### config.mk
export PLATFORM = sky130hd
export DESIGN_NAME = pipe_hazard_ctrl_flat
export DESIGN_NICKNAME = d
export VERILOG_FILES = /design/src/rtl/pipe_ctrl_pkg.sv /design/src/rtl/pipe_hazard_ctrl_if.sv /design/src/rtl/fwd_unit.sv /design/src/rtl/pipe_hazard_ctrl.sv /design/src/flat_wrapper.sv
export SDC_FILE = /design/constraint.sdc
export NUM_CORES = 1
export LEC_CHECK = 0
export CAP_MARGIN = 20
export CORE_MARGIN = 2
export CORE_UTILIZATION = 25
export CTS_CLUSTER_DIAMETER = 40
export DETAILED_ROUTE_END_ITERATION = 16
export PLACE_DENSITY = 0.44
export SYNTH_ARGS = -nofsm -noshare
export SYNTH_HDL_FRONTEND = slang
export SYNTH_SLANG_ARGS = --single-unit
### constraint.sdc
create_clock -name clk -period 4.7 [get_ports clk]
set_input_delay 0.94 -clock clk [delete_from_list [all_inputs] [get_ports clk]]
set_output_delay 0.94 -clock clk [all_outputs]
set_load 0.02 [all_outputs]
### src/rtl/pipe_ctrl_pkg.sv
// Shared types and constants for the 3-stage pipeline flow controller.
package pipe_ctrl_pkg;

  typedef enum logic [1:0] {
    S_BOOT = 2'd0,
    S_RUN  = 2'd1,
    S_KILL = 2'd2
  } state_t;

  localparam logic [1:0] FWD_RF = 2'd0;
  localparam logic [1:0] FWD_EX = 2'd1;
  localparam logic [1:0] FWD_WB = 2'd2;

  // Per-stage destination bookkeeping used for hazard and forwarding decisions.
  typedef struct packed {
    logic       valid;
    logic       wren;
    logic       is_load;
    logic [4:0] rd;
  } shadow_t;

  localparam shadow_t NOP_SHADOW = '0;

  // True when a stage's pending write targets a non-zero source register.
  function automatic logic reg_match(input logic       valid,
                                     input logic       wren,
                                     input logic [4:0] rd,
                                     input logic [4:0] rs);
    return valid && wren && (rd == rs) && (rs != 5'd0);
  endfunction

endpackage

### src/rtl/pipe_hazard_ctrl_if.sv
// Pipeline-control bundle between the datapath (master) and the controller (slave).
interface pipe_hazard_ctrl_if #(
  parameter int unsigned CNT_W = 32
);
  logic             stall;
  logic [4:0]       id_rs1;
  logic [4:0]       id_rs2;
  logic             id_uses_rs1;
  logic             id_uses_rs2;
  logic             id_wren_rf;
  logic             id_is_load;
  logic [4:0]       id_rd;
  logic             ex_redirect;

  logic             pc_en;
  logic             ex_en;
  logic             wb_en;
  logic             ex_bubble;
  logic             pc_sel_redirect;
  logic [1:0]       fwd_a_sel;
  logic [1:0]       fwd_b_sel;
  logic             ex_valid;
  logic             wb_valid;
  logic [CNT_W-1:0] cycle_cnt;
  logic [CNT_W-1:0] instret_cnt;

  modport master (
    output stall, id_rs1, id_rs2, id_uses_rs1, id_uses_rs2,
           id_wren_rf, id_is_load, id_rd, ex_redirect,
    input  pc_en, ex_en, wb_en, ex_bubble, pc_sel_redirect,
           fwd_a_sel, fwd_b_sel, ex_valid, wb_valid, cycle_cnt, instret_cnt
  );

  modport slave (
    input  stall, id_rs1, id_rs2, id_uses_rs1, id_uses_rs2,
           id_wren_rf, id_is_load, id_rd, ex_redirect,
    output pc_en, ex_en, wb_en, ex_bubble, pc_sel_redirect,
           fwd_a_sel, fwd_b_sel, ex_valid, wb_valid, cycle_cnt, instret_cnt
  );
endinterface

### src/rtl/fwd_unit.sv
// Operand forwarding select for one source register; EX beats WB, loads in EX never forward.
module fwd_unit
  import pipe_ctrl_pkg::*;
(
  input  logic [4:0] i_rs,
  input  shadow_t    i_ex,
  input  logic       i_wb_valid,
  input  logic       i_wb_wren,
  input  logic [4:0] i_wb_rd,
  output logic [1:0] o_sel
);
  logic w_ex_hit;
  logic w_wb_hit;

  // Prioritised comparator against the EX and WB destination shadows.
  always_comb begin
    w_ex_hit = reg_match(i_ex.valid, i_ex.wren, i_ex.rd, i_rs) && !i_ex.is_load;
    w_wb_hit = reg_match(i_wb_valid, i_wb_wren, i_wb_rd, i_rs);
    o_sel    = FWD_RF;
    if (w_ex_hit) begin
      o_sel = FWD_EX;
    end else if (w_wb_hit) begin
      o_sel = FWD_WB;
    end
  end
endmodule

### src/rtl/pipe_hazard_ctrl.sv
// Flow controller for the IF/ID, EX, WB pipeline: enables, bubbles, kills,
// forwarding selects and the cycle/instret counters.
module pipe_hazard_ctrl
  import pipe_ctrl_pkg::*;
#(
  parameter bit          LOAD_USE_STALL = 1'b1,
  parameter int unsigned KILL_SLOTS     = 1,
  parameter int unsigned CNT_W          = 32
) (
  input  logic               clk,
  input  logic               reset,
  pipe_hazard_ctrl_if.slave  bus
);
  localparam logic [1:0] KILL_INIT = 2'(KILL_SLOTS - 1);

  state_t           r_state;
  state_t           w_state_nxt;
  logic [1:0]       r_kill_cnt;
  logic [1:0]       w_kill_nxt;
  shadow_t          r_ex;
  shadow_t          w_id_shadow;
  logic             r_wb_valid;
  logic             r_wb_wren;
  logic [4:0]       r_wb_rd;
  logic [CNT_W-1:0] r_cycle_cnt;
  logic [CNT_W-1:0] r_instret_cnt;

  logic             w_pc_en;
  logic             w_ex_en;
  logic             w_wb_en;
  logic             w_ex_bubble;
  logic             w_redirect;
  logic             w_redir_ok;
  logic             w_load_use;
  logic [1:0]       w_fwd_a;
  logic [1:0]       w_fwd_b;

  // Hazard detection against the instruction currently held in EX.
  always_comb begin
    w_redir_ok  = bus.ex_redirect && r_ex.valid;
    w_load_use  = LOAD_USE_STALL && r_ex.valid && r_ex.is_load && (r_ex.rd != 5'd0) &&
                  ((bus.id_uses_rs1 && (bus.id_rs1 == r_ex.rd)) ||
                   (bus.id_uses_rs2 && (bus.id_rs2 == r_ex.rd)));
    w_id_shadow = '{valid: 1'b1, wren: bus.id_wren_rf, is_load: bus.id_is_load, rd: bus.id_rd};
  end

  // Next-state and enable decode; stall freezes every state.
  always_comb begin
    w_state_nxt = r_state;
    w_kill_nxt  = r_kill_cnt;
    w_pc_en     = 1'b0;
    w_ex_en     = 1'b0;
    w_wb_en     = 1'b0;
    w_ex_bubble = 1'b0;
    w_redirect  = 1'b0;
    case (r_state)
      S_BOOT: begin
        w_ex_bubble = 1'b1;
        if (!bus.stall) begin
          w_pc_en     = 1'b1;
          w_state_nxt = S_RUN;
        end
      end
      S_RUN: begin
        if (bus.stall) begin
          w_ex_bubble = 1'b0;
        end else if (w_redir_ok) begin
          w_redirect  = 1'b1;
          w_pc_en     = 1'b1;
          w_ex_en     = 1'b1;
          w_wb_en     = 1'b1;
          w_ex_bubble = 1'b1;
          w_kill_nxt  = KILL_INIT;
          if (KILL_INIT != 2'd0) begin
            w_state_nxt = S_KILL;
          end
        end else if (w_load_use) begin
          w_ex_en     = 1'b1;
          w_wb_en     = 1'b1;
          w_ex_bubble = 1'b1;
        end else begin
          w_pc_en = 1'b1;
          w_ex_en = 1'b1;
          w_wb_en = 1'b1;
        end
      end
      S_KILL: begin
        w_ex_bubble = 1'b1;
        if (!bus.stall) begin
          w_pc_en    = 1'b1;
          w_ex_en    = 1'b1;
          w_wb_en    = 1'b1;
          w_kill_nxt = r_kill_cnt - 2'd1;
          if (r_kill_cnt == 2'd1) begin
            w_state_nxt = S_RUN;
          end
        end
      end
      default: begin
        w_state_nxt = S_BOOT;
      end
    endcase
  end

  // State and kill-slot counter registers.
  always_ff @(posedge clk or negedge reset) begin
    if (!reset) begin
      r_state    <= S_BOOT;
      r_kill_cnt <= '0;
    end else begin
      r_state    <= w_state_nxt;
      r_kill_cnt <= w_kill_nxt;
    end
  end

  // EX/WB destination shadows advance with their stage enables.
  always_ff @(posedge clk or negedge reset) begin
    if (!reset) begin
      r_ex       <= NOP_SHADOW;
      r_wb_valid <= 1'b0;
      r_wb_wren  <= 1'b0;
      r_wb_rd    <= '0;
    end else begin
      if (w_ex_en) begin
        r_ex <= w_ex_bubble ? NOP_SHADOW : w_id_shadow;
      end
      if (w_wb_en) begin
        r_wb_valid <= r_ex.valid;
        r_wb_wren  <= r_ex.wren;
        r_wb_rd    <= r_ex.rd;
      end
    end
  end

  // Free-running cycle counter and retirement counter (both wrap).
  always_ff @(posedge clk or negedge reset) begin
    if (!reset) begin
      r_cycle_cnt   <= '0;
      r_instret_cnt <= '0;
    end else begin
      r_cycle_cnt <= r_cycle_cnt + CNT_W'(1);
      if (r_wb_valid && w_wb_en) begin
        r_instret_cnt <= r_instret_cnt + CNT_W'(1);
      end
    end
  end

  fwd_unit u_fwd_a (
    .i_rs       (bus.id_rs1),
    .i_ex       (r_ex),
    .i_wb_valid (r_wb_valid),
    .i_wb_wren  (r_wb_wren),
    .i_wb_rd    (r_wb_rd),
    .o_sel      (w_fwd_a)
  );

  fwd_unit u_fwd_b (
    .i_rs       (bus.id_rs2),
    .i_ex       (r_ex),
    .i_wb_valid (r_wb_valid),
    .i_wb_wren  (r_wb_wren),
    .i_wb_rd    (r_wb_rd),
    .o_sel      (w_fwd_b)
  );

  // The state register idles in S_BOOT under reset, so enables are also gated by
  // reset to present the quiescent values while reset is held.
  assign bus.pc_en           = reset & w_pc_en;
  assign bus.ex_en           = reset & w_ex_en;
  assign bus.wb_en           = reset & w_wb_en;
  assign bus.ex_bubble       = ~reset | w_ex_bubble;
  assign bus.pc_sel_redirect = reset & w_redirect;
  assign bus.fwd_a_sel       = w_fwd_a;
  assign bus.fwd_b_sel       = w_fwd_b;
  assign bus.ex_valid        = r_ex.valid;
  assign bus.wb_valid        = r_wb_valid;
  assign bus.cycle_cnt       = r_cycle_cnt;
  assign bus.instret_cnt     = r_instret_cnt;

endmodule

### src/flat_wrapper.sv
// flat-port wrapper written by rule: the top's interface ports become plain ports
module pipe_hazard_ctrl_flat import pipe_ctrl_pkg::*;
#(
  parameter bit          LOAD_USE_STALL = 1'b1,
  parameter int unsigned KILL_SLOTS     = 1,
  parameter int unsigned CNT_W          = 32
)
  (clk, reset, bus_stall, bus_id_rs1, bus_id_rs2, bus_id_uses_rs1, bus_id_uses_rs2, bus_id_wren_rf, bus_id_is_load, bus_id_rd, bus_ex_redirect, bus_pc_en, bus_ex_en, bus_wb_en, bus_ex_bubble, bus_pc_sel_redirect, bus_fwd_a_sel, bus_fwd_b_sel, bus_ex_valid, bus_wb_valid, bus_cycle_cnt, bus_instret_cnt);
  pipe_hazard_ctrl_if #(.CNT_W(CNT_W)) bus_i ();
  input  logic clk;
  input  logic reset;
  input wire logic [$bits(bus_i.stall)-1:0] bus_stall;
  input wire logic [$bits(bus_i.id_rs1)-1:0] bus_id_rs1;
  input wire logic [$bits(bus_i.id_rs2)-1:0] bus_id_rs2;
  input wire logic [$bits(bus_i.id_uses_rs1)-1:0] bus_id_uses_rs1;
  input wire logic [$bits(bus_i.id_uses_rs2)-1:0] bus_id_uses_rs2;
  input wire logic [$bits(bus_i.id_wren_rf)-1:0] bus_id_wren_rf;
  input wire logic [$bits(bus_i.id_is_load)-1:0] bus_id_is_load;
  input wire logic [$bits(bus_i.id_rd)-1:0] bus_id_rd;
  input wire logic [$bits(bus_i.ex_redirect)-1:0] bus_ex_redirect;
  output wire logic [$bits(bus_i.pc_en)-1:0] bus_pc_en;
  output wire logic [$bits(bus_i.ex_en)-1:0] bus_ex_en;
  output wire logic [$bits(bus_i.wb_en)-1:0] bus_wb_en;
  output wire logic [$bits(bus_i.ex_bubble)-1:0] bus_ex_bubble;
  output wire logic [$bits(bus_i.pc_sel_redirect)-1:0] bus_pc_sel_redirect;
  output wire logic [$bits(bus_i.fwd_a_sel)-1:0] bus_fwd_a_sel;
  output wire logic [$bits(bus_i.fwd_b_sel)-1:0] bus_fwd_b_sel;
  output wire logic [$bits(bus_i.ex_valid)-1:0] bus_ex_valid;
  output wire logic [$bits(bus_i.wb_valid)-1:0] bus_wb_valid;
  output wire logic [$bits(bus_i.cycle_cnt)-1:0] bus_cycle_cnt;
  output wire logic [$bits(bus_i.instret_cnt)-1:0] bus_instret_cnt;
  assign bus_i.stall = bus_stall;
  assign bus_i.id_rs1 = bus_id_rs1;
  assign bus_i.id_rs2 = bus_id_rs2;
  assign bus_i.id_uses_rs1 = bus_id_uses_rs1;
  assign bus_i.id_uses_rs2 = bus_id_uses_rs2;
  assign bus_i.id_wren_rf = bus_id_wren_rf;
  assign bus_i.id_is_load = bus_id_is_load;
  assign bus_i.id_rd = bus_id_rd;
  assign bus_i.ex_redirect = bus_ex_redirect;
  assign bus_pc_en = bus_i.pc_en;
  assign bus_ex_en = bus_i.ex_en;
  assign bus_wb_en = bus_i.wb_en;
  assign bus_ex_bubble = bus_i.ex_bubble;
  assign bus_pc_sel_redirect = bus_i.pc_sel_redirect;
  assign bus_fwd_a_sel = bus_i.fwd_a_sel;
  assign bus_fwd_b_sel = bus_i.fwd_b_sel;
  assign bus_ex_valid = bus_i.ex_valid;
  assign bus_wb_valid = bus_i.wb_valid;
  assign bus_cycle_cnt = bus_i.cycle_cnt;
  assign bus_instret_cnt = bus_i.instret_cnt;
  pipe_hazard_ctrl #(.LOAD_USE_STALL(LOAD_USE_STALL), .KILL_SLOTS(KILL_SLOTS), .CNT_W(CNT_W)) u_core (.clk(clk), .reset(reset), .bus(bus_i));
endmodule
==> results of run 1 <==
-- flip-flops by register name (all words and copies together) (netlist names) --
signal / flops
u_core.bus.cycle_cnt: 32
u_core.bus.instret_cnt: 32
u_core.r_ex: 7
u_core.r_wb_rd: 5
u_core.bus.ex_valid: 1
u_core.bus.wb_valid: 1
u_core.r_state: 1
u_core.r_wb_wren: 1
-- layout by cell type, fill, tap and decap left out, types with 3 or more instances in the layout --
cell type        netlist  final
buf_4                  4      3
o21ai_0                8      8
xnor2_1               52     52
and3_1                 9      9
nand3_1               27     27
dfrtp_1               80     80
xor2_1                29     29
nor4_1                 4      4
inv_1                  8      8
nand4_1               22     22
a32oi_1                7      7
nand2_1               54     54
clkinv_2               0      3
nor2_1                19     19
clkbuf_8               0      3
nor3_1                10     10
clkdlybuf4s50_1        0     96
nand2b_1               3      3
clkbuf_16              0      9
a21oi_1                3      3
-- cell type report --
| type | instances | area (um^2) |
|---|---|---|
| flip-flops and latches | 80 | 2000 |
| well taps | 211 | 264 |
| inverters | 8 | 30.0 |
| fillers | 1585 | 9920 |
| clock buffers | 13 | 270 |
| clock inverters | 3 | 15.0 |
| multi-input cells | 272 | 1830 |
| repair buffers | 99 | 983 |
-- worst max-delay path by stage --
| stage | cells after the start | slack, ps | endpoint |
|---|---|---|---|
| floorplan | 4 | 1880 | bus_pc_en |
| global placement | 6 | 760 | bus_ex_bubble |
| detailed placement | 6 | 730 | bus_ex_bubble |
| CTS | 6 | 730 | bus_ex_bubble |
| global route | 6 | 590 | bus_ex_bubble |
| finish | 6 | 720 | bus_ex_bubble |
-- cell families (layout without fill, tap and decap cells) --
kind of cell             Yosys count  in the layout
AND/OR/NAND/NOR                  166            166
XOR/XNOR                          81             81
buffers and inverters             21            123
multiplexers                       1              1
AO/OA/AOI/OAI                     22             22
adder cells (fa/ha/maj)            2              2
flip-flops                        80             80
-- where the power goes --
group	switching, mW	internal [mW]	total [mW]	leakage, nW
logic	0.142	0.131	0.273	1.09
clock network	0.269	0.399	0.668	0.145
registers	0.0756	0.734	0.810	1.06
total	0.487	1.26	1.75	2.30
-- worst max-delay path: cells and delay by family --
kind / cells / cell delay (ps)
xor+xnor: 1 / 170
simple gates: 1 / 310
compound gates: 2 / 560
buf+inv: 2 / 1060
-- synthesized netlist by cell type, types with 3 or more instances --
cell type,count,area [um^2]
a21oi_1,3,15.0
a32oi_1,7,61.3
and3_1,9,56.3
buf_2,3,15.0
buf_4,4,30.0
clkbuf_1,3,11.3
dfrtp_1,80,2000
inv_1,8,30.0
nand2_1,54,203
nand2b_1,3,18.8
nand3_1,27,135
nand4_1,22,138
nor2_1,19,71.3
nor3_1,10,50.1
nor4_1,4,25.0
o21ai_0,8,40.0
xnor2_1,52,455
xor2_1,29,254
-- layer usage --
layer  track usage  vias to the layer above  wire, um
met5             0                        -         0
met4        0.0512                        0       159
met3        0.0248                        9       399
met2         0.194                       64      4610
met1         0.169                     1508      4560
li1              -                     1482         -
==> results.toml, run 1 <==
[cts]
cts_tree = "built"
cts.sinks = 80
cts_setup_buffers = 0
cts_buffer_depth = 2
cts_resized = 0
path_clk_slew_ps = 50
cts_buffers = 9
cts_hold_buf = 0
insertion_delay_ps = 330
clockRootBuffer = "clkbuf_16"
htree_levels = 3

[sta]
fin_ws_ps = 724
finalSetupTns_ps = 0
worst_pin_slew_ps = 975
hold_viol = 0
clock.fmax_mhz = 252
slew_headroom = 0.350
fin_crit_ps = 3980
clock_skew_ps = 5.47
maxSlewViolCount = 0
finalSetupViolCount = 0
fin_crit_sh = 0.846
rsz0062_at_grt = "false"
holdWs_ps = 474

[worst_setup_path]
critPathArrivalTime_ps = 3040
r2r_cells = 4
r2r-end = "u_core.r_ex[4]"
r2r_slack_ps = 2410
critPathMostFrequentCell = "clkdlybuf4s50_1"
critPathKind = "in2out"
critPathMaxStageDelay_ps = 600
worstSetupStartpoint = "bus_id_rs1[1]"
cp.required_ps = 3760
reg2reg_from = "u_core.r_state[0]"
worst-path-max-fanout = 10
cp_cell_sequence = "clkdlybuf4s50_1, xor2_1, nor3_1, a32o_1, a21o_1, clkdlybuf4s50_1"
crit_path_end_kind = "output pin"
start_kind = "input port"
slowest_stage = "clkdlybuf4s50_1"

[final_layout]
drive_above_1_share = 0.0632
nets = 495
area_delta_synth_final_pct = 36.7
design_area_um2 = 5400
utilization = 0.352
stdcell_count = 686
diodes = 0

[placement]
dp_hpwl_um = 6980
io_buffer_count = 97
gp_congestion = 0.820
dp.cells = 670
placed_area_um2 = 5110
dp_slack_ps = 726

[yosys]
yosysSeqAreaShare = 0.507
synthAdderAreaFrac = 0.00634
syn_inst = 373
syn-cell-area_um2 = 3950
synthArstFlopShare = 1.00
synth_simple_gate_area_frac = 0.234
synth_nets = 398
yosys_register_bits = 80
synth-xor-area-share = 0.180
ys_warn_count = 0
synth_top_family_by_area = "simple AND/OR/NAND/NOR gates"
synth_edf_count = 0
synth_ff_type = "dfrtp_1"
ys_types = 38
synthMuxAreaShare = 0.00285
syn_area_per_cell_um2 = 10.6
synth-compound-area-share = 0.0412

[power_and_ir_drop]
peakVddDrop_uv = 149
p_leak_nw = 2.30
pwr_density_cell_nw_per_um2 = 324
power_mw = 1.75

[grt]
grt_max_degree = 49
grt_overflow = 0
grt_pass1_wl_um = 16300
grt_pass1_vias = 3075
antenna_found_initial = 0
grt_use_total = 0.125

[route]
drc_errors = 0
dr.pass1.iters = 4
antenna_left = 0
wire_per_inst_um = 14.2
drt-initial-drc-count = 136
drt_wl_total_um = 9720
vias_per_cell = 4.47
vias = 3063

[min_path]
min_to = "u_core.bus.instret_cnt[31]"
min_from = "u_core.bus.instret_cnt[31]"
whs_path_depth = 1
hp-class = "reg2reg"

[die]
die_h_um = 130
coreArea_um2 = 15300
fp-row-count = 45
start_util = 0.258
die_w_um = 130
die_area_um2 = 16800
io_pins = 98

[run_status]
status = "finished clean"

[flow_run]
maxCapViolCount = 0
No activity file was read; power rests on OpenSTA's default activity.
==> inputs of run 2 (changes only) <==
- clock period: 4.7 -> 3.7 ns (I/O delays scaled with it)
==> results.toml, run 2 (synthesis results as in run 1) <==
[final_layout]
final_cell_mix = "clkdlybuf4s50_1, dfrtp_1, nand2_1"
fillerInstances = 1579
area_delta_synth_final_pct = 37.1
multiInputGateArea_um2 = 1830
diodes = 0
stdcell_count = 691
nets = 500
final_common_cell = "clkdlybuf4s50_1"
regArea_um2 = 2000
drive_above_1_share = 0.0646

[sta]
finalSetupViolCount = 0
fin_crit_ps = 3490
hold_viol = 0
clock_skew_ps = 4.13
slew_headroom = 0.400
maxSlewViolCount = 0
holdWs_ps = 484
rsz0062_at_grt = "false"
worst_pin_slew_ps = 896
clock.fmax_mhz = 287
fin_crit_sh = 0.942
finalSetupTns_ps = 0

[grt]
antenna_found_initial = 0
grt_pass1_vias = 3085
grt_overflow = 0
grt_max_degree = 42
grt_use_total = 0.122
grt_pass1_wl_um = 16000

[placement]
dp_hpwl_um = 7050
dp.cells = 675
gp_congestion = 0.825
io_buffer_count = 97

[power_and_ir_drop]
p_leak_nw = 2.31
power_mw = 2.18
pwr_density_cell_nw_per_um2 = 403
peakVddDrop_uv = 216

[route]
drc_errors = 0
vias_per_cell = 4.42
drt-initial-drc-count = 137
dr.pass1.iters = 4
drt_wl_total_um = 9630
antenna_left = 0
vias = 3056
wire_per_inst_um = 13.9

[die]
die_h_um = 130
die_w_um = 130
fp-row-count = 45
coreArea_um2 = 15300
die_area_um2 = 16800
start_util = 0.258
io_pins = 98

[worst_setup_path]
critPathKind = "in2out"
critPathArrivalTime_ps = 2750
critPathMaxStageDelay_ps = 590
critPathMostFrequentCell = "clkdlybuf4s50_1"
crit_path_end_kind = "output pin"
cp.required_ps = 2960
cp_cell_sequence = "clkdlybuf4s50_1, xor2_1, nor3_1, a32o_2, a21o_1, clkdlybuf4s50_1"
worst-path-max-fanout = 10
start_kind = "input port"
slowest_stage = "clkdlybuf4s50_1"

[cts]
path_clk_slew_ps = 60
insertion_delay_ps = 340
cts_buffers = 9
cts_hold_buf = 0
cts.sinks = 80
cts_resized = 0
cts_buffer_depth = 2
clockRootBuffer = "clkbuf_16"
cts_tree = "built"
cts_setup_buffers = 0
htree_levels = 3

[flow_run]
maxCapViolCount = 0

[run_status]
status = "finished clean"

[min_path]
hp-class = "in2async"
[run 2: cell count changes in the layout (fill, tap and decap cells not counted), sizes merged]
cell and change:
buf +5, clkbuf +3, clkinv -3
[run 2: power breakdown]
part	switching (mW)	leakage (nW)	internal [mW]
clock	0.334	0.125	0.474
combinational	0.179	1.12	0.170
sequential	0.0923	1.06	0.933
total	0.605	2.31	1.58
[run 2: final timing paths]
| check | depth (start not counted) | slack [ps] | end | from |
|---|---|---|---|---|
| max | 6 | 210 | bus_ex_bubble | bus_id_rs1[1] |
| min | 2 | 480 | u_core.bus.cycle_cnt[5] | reset |
| max reg2reg | 5 | 1730 | u_core.bus.cycle_cnt[24] | u_core.bus.cycle_cnt[0] |
| min reg2reg | 1 | 480 | u_core.bus.instret_cnt[31] | u_core.bus.instret_cnt[31] |
| max in group asynchronous | 3 | 2300 | u_core.bus.cycle_cnt[25] | reset |
| min in group clk | 1 | 480 | u_core.bus.instret_cnt[31] | u_core.bus.instret_cnt[31] |
[run 2: area by class of cell]
cell class,count,share of cell area
timing repair buffer,104,0.189
sequential,80,0.370
tap,211,0.0488
clock buffer,16,0.0483
multi-input combinational,272,0.339
inverter,8,0.00555
[run 2: metal layers]
layer  global-route usage  wire length, um  vias to the layer above
li1                     -                -                     1494
met1                0.157             4390                     1473
met2                0.192             4520                       77
met3               0.0359              518                       12
met4               0.0531              201                        0
met5                    0                0                        -
[run 2: critical path: cells and delay by family]
family	cells	cell delay (ps)
AOI/OAI and AO/OA	2	440
and+or+nand+nor	1	310
xor gates and xnor gates	1	170
buffers and inverters	2	1070
[run 2: per-stage QoR]
step                 util  setup WS [ps]  area (um^2)
floorplan               -           1280         3950
global placement    0.336            151         5150
detailed placement  0.336            108         5150
CTS                 0.353            108         5410
global route        0.353            100         5410
finish              0.353            213         5410
==> inputs of run 3 (changes only) <==
- SKIP_CTS_REPAIR_TIMING: unset -> 1
==> results of run 3 <==
Final layout, timing and power as in run 2 (identical DEF).
